## src/rtl/cic_decimator.sv

```systemverilog
// -----------------------------------------------------------------------------
// cic_decimator
//
// Rate-change stage of a CIC decimation chain, placed between the last
// integrator and the first comb. It keeps every R-th input sample, where R is
// programmable at run time. Each kept sample is narrowed from IN_WIDTH to
// OUT_WIDTH bits by rounding (half up) or truncation, with positive
// saturation. The output strobe is the low-rate strobe for the comb cascade.
//
// Ports:
//   clk            clock
//   reset_n        asynchronous, active-low reset
//   samp_inp_data  signed integrator sample, valid while samp_inp_str=1
//   samp_inp_str   input sample strobe (contiguous or gapped)
//   rate           requested decimation factor, sampled at each emission;
//                  a value of 0 is treated as 1
//   sync           single-cycle phase resynchronisation request
//   samp_out_data  signed decimated sample, held between emissions
//   samp_out_str   one-cycle output strobe, 1 clk after the emitting input
//   sat_flag       sticky saturation indicator, cleared only by reset
// -----------------------------------------------------------------------------
module cic_decimator #(
  parameter int IN_WIDTH     = 16,
  parameter int OUT_WIDTH    = 12,
  parameter int RATE_WIDTH   = 8,
  parameter int DEFAULT_RATE = 4,
  parameter int ROUND        = 1
) (
  input  logic                        clk,
  input  logic                        reset_n,
  input  logic signed [IN_WIDTH-1:0]  samp_inp_data,
  input  logic                        samp_inp_str,
  input  logic [RATE_WIDTH-1:0]       rate,
  input  logic                        sync,
  output logic signed [OUT_WIDTH-1:0] samp_out_data,
  output logic                        samp_out_str,
  output logic                        sat_flag
);

  localparam int SHIFT = IN_WIDTH - OUT_WIDTH;

  // Largest representable output value, expressed at the extended width so it
  // can be compared directly against the scaled sample.
  localparam logic signed [IN_WIDTH:0] SAT_MAX =
    {{(SHIFT + 2){1'b0}}, {(OUT_WIDTH - 1){1'b1}}};
  localparam logic signed [OUT_WIDTH-1:0] SAT_OUT =
    {1'b0, {(OUT_WIDTH - 1){1'b1}}};

  logic [RATE_WIDTH-1:0]       cnt;
  logic [RATE_WIDTH-1:0]       rate_act;
  logic [RATE_WIDTH-1:0]       rate_req;
  logic [RATE_WIDTH-1:0]       rate_act_next;
  logic                        emit;
  logic signed [IN_WIDTH:0]    ext;
  logic signed [IN_WIDTH:0]    scaled;
  logic                        sat;
  logic signed [OUT_WIDTH-1:0] reduced;

  // ---------------------------------------------------------------------------
  // Phase control
  // ---------------------------------------------------------------------------
  assign rate_req      = (rate == '0) ? RATE_WIDTH'(1) : rate;
  assign emit          = samp_inp_str && ((cnt == '0) || sync);
  // The rate sampled at an emission governs the period that starts right away,
  // so the counter reload uses the incoming value, not the stored one.
  assign rate_act_next = emit ? rate_req : rate_act;

  // ---------------------------------------------------------------------------
  // Width reduction. The sample is widened by one bit so the rounding offset
  // cannot wrap, then arithmetically shifted. The comparison against SAT_MAX
  // over the full extended word catches the only possible overflow (a
  // positive value rounded up past the output range). Flooring can never
  // exceed the range, so the same check is simply never true in that case.
  // ---------------------------------------------------------------------------
  assign ext = {samp_inp_data[IN_WIDTH-1], samp_inp_data};

  generate
    if (ROUND != 0 && SHIFT > 0) begin : g_round
      localparam logic [IN_WIDTH:0] HALF = {{IN_WIDTH{1'b0}}, 1'b1} << (SHIFT - 1);
      assign scaled = (ext + $signed(HALF)) >>> SHIFT;
    end else begin : g_trunc
      assign scaled = ext >>> SHIFT;
    end
  endgenerate

  assign sat     = (scaled > SAT_MAX);
  assign reduced = sat ? SAT_OUT : scaled[OUT_WIDTH-1:0];

  // ---------------------------------------------------------------------------
  // State
  // ---------------------------------------------------------------------------
  always_ff @(posedge clk or negedge reset_n) begin
    if (!reset_n) begin
      cnt           <= '0;
      rate_act      <= RATE_WIDTH'(DEFAULT_RATE);
      samp_out_data <= '0;
      samp_out_str  <= 1'b0;
      sat_flag      <= 1'b0;
    end else begin
      samp_out_str <= emit;
      rate_act     <= rate_act_next;
      if (emit) begin
        cnt           <= rate_act_next - RATE_WIDTH'(1);
        samp_out_data <= reduced;
        if (sat) begin
          sat_flag <= 1'b1;
        end
      end else if (samp_inp_str) begin
        cnt <= cnt - RATE_WIDTH'(1);
      end else if (sync) begin
        // Forces the next input strobe to be emitted.
        cnt <= '0;
      end
    end
  end

endmodule

```

## config.mk

```make
export PLATFORM = sky130hd
export DESIGN_NAME = cic_decimator
export DESIGN_NICKNAME = d
export VERILOG_FILES = /design/src/rtl/cic_decimator.sv
export SDC_FILE = /design/constraint.sdc
export NUM_CORES = 1
export LEC_CHECK = 0
export ABC_AREA = 1
export CORE_UTILIZATION = 40
export CTS_BUF_LIST = sky130_fd_sc_hd__clkbuf_4 sky130_fd_sc_hd__clkbuf_8
export DETAILED_ROUTE_END_ITERATION = 12
export PLACE_DENSITY = 0.78
export SLEW_MARGIN = 10
export SYNTH_ARGS = -nofsm -noshare
export SYNTH_HDL_FRONTEND = slang
export SYNTH_SLANG_ARGS = --single-unit
```

## constraint.sdc

```tcl
create_clock -name clk -period 2.43 [get_ports clk]
set_input_delay 0.3645 -clock clk [delete_from_list [all_inputs] [get_ports clk]]
set_output_delay 0.3645 -clock clk [all_outputs]
set_load 0.05 [all_outputs]
```

==> results_dict.tcl, run 1 <==
set metrics [dict create \
    status "finished clean" \
    grt-ovfl-total 0 \
    slowest_delay_ns 0.41 \
    diodes 0 \
    synth_commonest_cells "nand2_1, inv_1, dfrtp_1, nor2_1, nand3_1" \
    die-area_um2 4620 \
    finalNonFillerCells 320 \
    drt_wl_total_um 3890 \
    max_slew_margin 0.664 \
    hold_viol 0 \
    post-route-min-period_ns 2.17 \
    ant_nets 0 \
    fp.dieW_um 67.9 \
    crit_type "flop to flop" \
    crit_chain "inv_1 -> ha_1 -> nand2_2 -> o21ai_4 -> nand2_4 -> buf_4 -> nand2_1 -> nand2_1 -> ha_1 -> nand2_1 -> nor2_1 -> nand3_1 -> nand3_1 -> nand2_1 -> inv_1" \
    wl_met1_um 1750 \
    ys_top_cells_by_area "dfrtp_1, nand2_1, inv_1" \
    ctsHtreeMaxLevel 2 \
    crit_slowest_cell "dfrtp_1" \
    routedWlPerCell_um 12.2 \
    synth_edf_count 0 \
    setup_violations 0 \
    crit_path_max_fanout 5 \
    viasPerCell 4.82 \
    start_util 0.426 \
    hpwlAfterDp_um 2900 \
    numCtsBuffers 5 \
    synth_area_um2 1740 \
    synth_top_flop_cell "dfrtp_1" \
    cts_sinks 29 \
    worstMarginPinSlew_ns 0.502 \
    path_buf_inv 3 \
    synthArstFlopShare 1.00 \
    placedCellCount 309 \
    clk_pin_slew_ns 0.06 \
    syn_inst 220 \
    syn_nets 251 \
    first_global_vias 1408 \
    synth.most_common_cell "nand2_1" \
    antenna_found_initial 0 \
    multi_input_area_um2 848 \
    die_h_um 67.9 \
    nFillCells 363 \
    rsz0062_at_grt "no" \
    fin_crit_sh 0.892 \
    dr_wl_met2_um 1870 \
    synth_top_area_frac 0.403 \
    ys_types 29 \
    final.setup.tns_ns 0 \
    io_pins 42 \
    ys_ff_latch 29 \
    ys_warn_count 0 \
    grt_pass1_wl_um 6160 \
    cts_tree "done" \
    worstPathRequired_ns 2.61 \
    drt_iter0_markers 87 \
    fp-row-count 23 \
    nNetsFinal 300 \
    grt_max_degree 30 \
    clockBufferDepth 2 \
    cp-start-kind "flop" \
    cp_common_cell "nand2_1" \
    numPortBuffers 38 \
    top_layer "met4" \
    drive_gt1_frac 0.126 \
    maxCapViolCount 0 \
    fin_util 0.564 \
    routabilityCongestion 0.777 \
    wl_met3_um 113 \
    p_leak_nw 1.06 \
    hp-class "primary input to asynchronous set/reset pin" \
    slew_viol_final 0 \
    crit_path_end_kind "flop" \
    arrival_ns 2.34 \
    vias 1543 \
    area_delta_synth_final_pct 32.4 \
    peakVddDrop_uv 373 \
    hold_ws_ns 0.466 \
    clkLatencyLatePin_ns 0.28 \
    synth.yosys.seq_area_share 0.418 \
    finalClockSkew_ns 0.00457 \
    p_per_area_nw_per_um2 706 \
    coreArea_um2 4090 \
    seqCellArea_um2 727 \
    synth_area_per_cell_um2 7.91 \
    clockRootBuffer "clkbuf_8" \
    synth_area_leader_cell "dfrtp_1" \
    grt_usage 0.181 \
    fmax_ghz 0.461 \
    drc 0 \
    drt-pass1-iter-count 4 \
    critical-path-top-delay-family "simple AND/OR/NAND/NOR gates" \
]
## flip-flops by register name, indices dropped and copies added, names as in the netlist
signal	flops
samp_out_data	12
sat_flag	1
cnt	8
samp_out_str	1
rate_act	7
## per-stage QoR
| step | total power (W) | setup slack, ns | instance area [um2] |
|---|---|---|---|
| 2_1_floorplan | 0.00105 | 0.391 | 1740 |
| 3_3_place_gp | 0.00123 | 0.173 | 2190 |
| 3_5_place_dp | 0.00125 | 0.143 | 2190 |
| 4_1_cts | 0.00164 | 0.167 | 2280 |
| 5_1_grt | 0.00173 | 0.0922 | 2300 |
| 6_report | 0.00163 | 0.263 | 2300 |
## cells in the final DEF, fill, tap and decap left out, types with 4 or more instances in the layout
cell type,instances
a21oi_1,11
a31oi_1,9
buf_4,10
clkbuf_8,5
clkdlybuf4s50_1,38
dfrtp_1,28
inv_1,32
nand2_1,36
nand2_2,4
nand3_1,20
nor2_1,28
o21ai_0,4
xnor2_1,5
xor2_1,9
## repair_timing
item	in CTS	in global routing
buffers inserted	0	3
hold endpoints to repair	0	0
hold buffers	0	0
endpoints found under the setup margin	0	2
resized for setup	0	0
## layer usage
| layer | GRT usage | up-vias |
|---|---|---|
| li1 | - | 811 |
| met1 | 0.220 | 686 |
| met2 | 0.293 | 33 |
| met3 | 0.0433 | 13 |
| met4 | 0.102 | 0 |
| met5 | 0 | - |
## final cells by class
| cell class | instances | area share |
|---|---|---|
| clock buffer | 6 | 0.0331 |
| clock inverter | 2 | 0.00435 |
| inverter | 33 | 0.0538 |
| multi-input combinational | 152 | 0.368 |
| sequential | 29 | 0.316 |
| tap | 50 | 0.0272 |
| timing repair buffer | 48 | 0.198 |
## path summary, 6_finish.rpt
path	cells past startpoint	to	from	slack, ns
worst min register to register	1	sat_flag	sat_flag	0.48
min in group clk	1	sat_flag	sat_flag	0.48
worst max-delay path	15	cnt[4]	cnt[0]	0.26
max in group asynchronous	2	rate_act[2]	reset_n	1.65
worst min-delay path	2	cnt[0]	reset_n	0.47
worst max register to register	15	cnt[4]	cnt[0]	0.26
## power by group
group / leakage, nW / internal [W] / switching [W]
logic: 0.674 / 0.000237 / 0.000376
clock network: 0.0484 / 0.000209 / 0.000175
registers: 0.342 / 0.000574 / 0.0000562
total: 1.06 / 0.00102 / 0.000607
## cells by family after synthesis
kind of cell,after synthesis,synth area share
and+or+nand+nor,101,0.268
AOI/OAI and AO/OA,34,0.127
buffers and inverters,39,0.0942
xor gates and xnor gates,14,0.0705
adders and majority gates,3,0.0216
DFF,29,0.418
Power figures use the tool's default switching activity.
==> run 2: changes to the inputs <==
- ABC_AREA: 1 -> default
- HOLD_SLACK_MARGIN: default -> 0.1
- PLACE_DENSITY: 0.78 -> 0.8
==> results_dict.tcl, run 2 <==
set metrics [dict create \
    maxCapViolCount 0 \
    crit_type "flop to flop" \
    final.setup.tns_ns 0 \
    grt_max_degree 25 \
    crit_path_max_fanout 4 \
    grt-ovfl-total 0 \
    numCtsBuffers 3 \
    cts_sinks 24 \
    largestRegisters "samp_out_data x12, cnt x8, rate_act x2" \
    p_leak_nw 0.831 \
    arrival_ns 2.44 \
    fin_crit_sh 0.913 \
    most-common-layout-cells "clkdlybuf4s50_1, dfrtp_1, buf_4, nor2_1, a2bb2oi_1" \
    syn_inst 144 \
    switching_share 0.419 \
    ant_nets 0 \
    hold_ws_ns 0.400 \
    setup_violations 0 \
    p_per_area_nw_per_um2 796 \
    power_frac_comb 0.512 \
    cp-start-kind "flop" \
    synth.yosys.seq_area_share 0.415 \
    drc 0 \
    die_h_um 62.2 \
    synthArstFlopShare 1.00 \
    hp-class "primary input to asynchronous set/reset pin" \
    die-area_um2 3860 \
    finalClockSkew_ns 0.00610 \
    synth_top_flop_cell "dfrtp_1" \
    antenna_found_initial 0 \
    synth_edf_count 0 \
    grt_pass1_wl_um 5590 \
    synth_area_um2 1450 \
    peakVddDrop_uv 430 \
    status "finished clean" \
    start_util 0.427 \
    synth_area_leader_cell "dfrtp_1" \
    cts_tree "done" \
    post_cts_resized 0 \
    drt-pass1-iter-count 4 \
    synth_area_per_cell_um2 10.1 \
    p_int_w 0.000912 \
    ys_ff_latch 24 \
    worstPathRequired_ns 2.66 \
    drt_iter0_markers 45 \
    synth_top_area_frac 0.415 \
    slew_viol_final 0 \
    clkLatencyLatePin_ns 0.30 \
    ctsHtreeMaxLevel 1 \
    drive_gt1_frac 0.104 \
    final_common_cell "clkdlybuf4s50_1" \
    hpwlAfterDp_um 2590 \
    routedWlPerCell_um 14.1 \
    post-route-min-period_ns 2.22 \
    ys_warn_count 0 \
    synth_commonest_cells "dfrtp_1, a2bb2oi_1, nor2_1" \
    ys_top_cells_by_area "dfrtp_1, a2bb2oi_1, xnor2_1" \
    top_register "samp_out_data" \
    hold_viol 0 \
    crit_path_end_kind "flop" \
    fp-row-count 21 \
    clockBufferDepth 2 \
    seqPwrFrac 0.381 \
    coreArea_um2 3390 \
    routabilityCongestion 0.809 \
    clk_pin_slew_ns 0.13 \
    numPortBuffers 38 \
    io_pins 42 \
    max_slew_margin 0.528 \
    rsz0062_at_grt "no" \
    grt_usage 0.176 \
    clockRootBuffer "clkbuf_4" \
    worstMarginPinSlew_ns 0.706 \
    viasPerCell 5.50 \
    syn_nets 175 \
    nNetsFinal 225 \
    first_global_vias 1360 \
    cts_setup_buffers 0 \
    area_delta_synth_final_pct 36.1 \
    synth.most_common_cell "dfrtp_1" \
    fmax_ghz 0.451 \
    diodes 0 \
    fp.dieW_um 62.2 \
    fin_util 0.581 \
    vias 1309 \
    hold_buffers 0 \
    clkPwrFrac 0.107 \
    largest_reg_flops 12 \
    drt_wl_total_um 3350 \
    ys_types 44 \
    p_switching_w 0.000658 \
]
==> run 2: cell count changes after synthesis, moves of 5 or more <==
cell       previous run  this run
nor2_1               28        11
inv_1                32         5
nor3_1                3         8
a31oi_1               9         0
nand3_1              20         6
o22ai_1               0         5
a2bb2oi_1             0        11
nand2_1              36         7
a21oi_1              11         6
==> run 2: worst paths after layout <==
path	start	end	slack, ns	cells after the start
min in group clk	sat_flag	sat_flag	0.48	1
setup / recovery	cnt[0]	cnt[6]	0.21	10
hold reg to reg	sat_flag	sat_flag	0.48	1
setup reg to reg	cnt[0]	cnt[6]	0.21	10
hold / removal	reset_n	samp_out_data[6]	0.40	2
max in group asynchronous	reset_n	cnt[4]	1.79	2
==> run 2: worst max-delay path: stages, from the launching register on <==
cell	delay, ns
dfrtp_1	0.43
inv_1	0.07
ha_1	0.20
nor4b_4	0.30
a22oi_4	0.08
a311o_1	0.34
o21ai_1	0.09
ha_1	0.23
nand3b_1	0.10
xor2_1	0.15
o22ai_1	0.16
==> run 2: power groups by stage <==
stage	combinational, W	clock, W	sequential [W]
2_1_floorplan	0.000324	0	0.000804
3_3_place_gp	0.000793	0	0.000598
3_5_place_dp	0.000805	0	0.000605
4_1_cts	0.000809	0.000175	0.000600
5_1_grt	0.000861	0.000190	0.000620
6_report	0.000803	0.000168	0.000598
==> run 2: area by class of cell <==
class	count	area (um2)
Inverter	6	22.5
Sequential cell	24	601
Fill cell	298	1420
Timing Repair Buffer	50	470
Multi-Input combinational cell	109	797
Tap cell	46	57.6
Clock buffer	3	22.5
==> run 2: stage by stage <==
stage	total power (W)	setup slack, ns	std cells	instance area, um2
floorplan	0.00113	0.282	144	1450
global route	0.00167	0.0564	238	1970
finish	0.00157	0.211	238	1970
global placement	0.00139	0.0865	235	1950
CTS	0.00158	0.200	238	1970
detailed placement	0.00141	0.0370	235	1950
==> run 2: cell families after synthesis <==
kind of cell / Yosys count / synth area share
DFF: 24 / 0.415
AOI/OAI and AO/OA: 39 / 0.212
muxes: 4 / 0.0277
buffers and inverters: 11 / 0.0346
xor gates and xnor gates: 15 / 0.0908
adders and majority gates: 3 / 0.0259
and+or+nand+nor: 48 / 0.194
==> run 2: routing by layer <==
layer | GRT usage | vias to the layer above | share of wire
met2 | 0.342 | 37 | 0.52
met4 | 0.0494 | 0 | 0
met1 | 0.196 | 636 | 0.44
li1 | - | 636 | -
met3 | 0.0276 | 0 | 0.044
met5 | 0 | - | 0
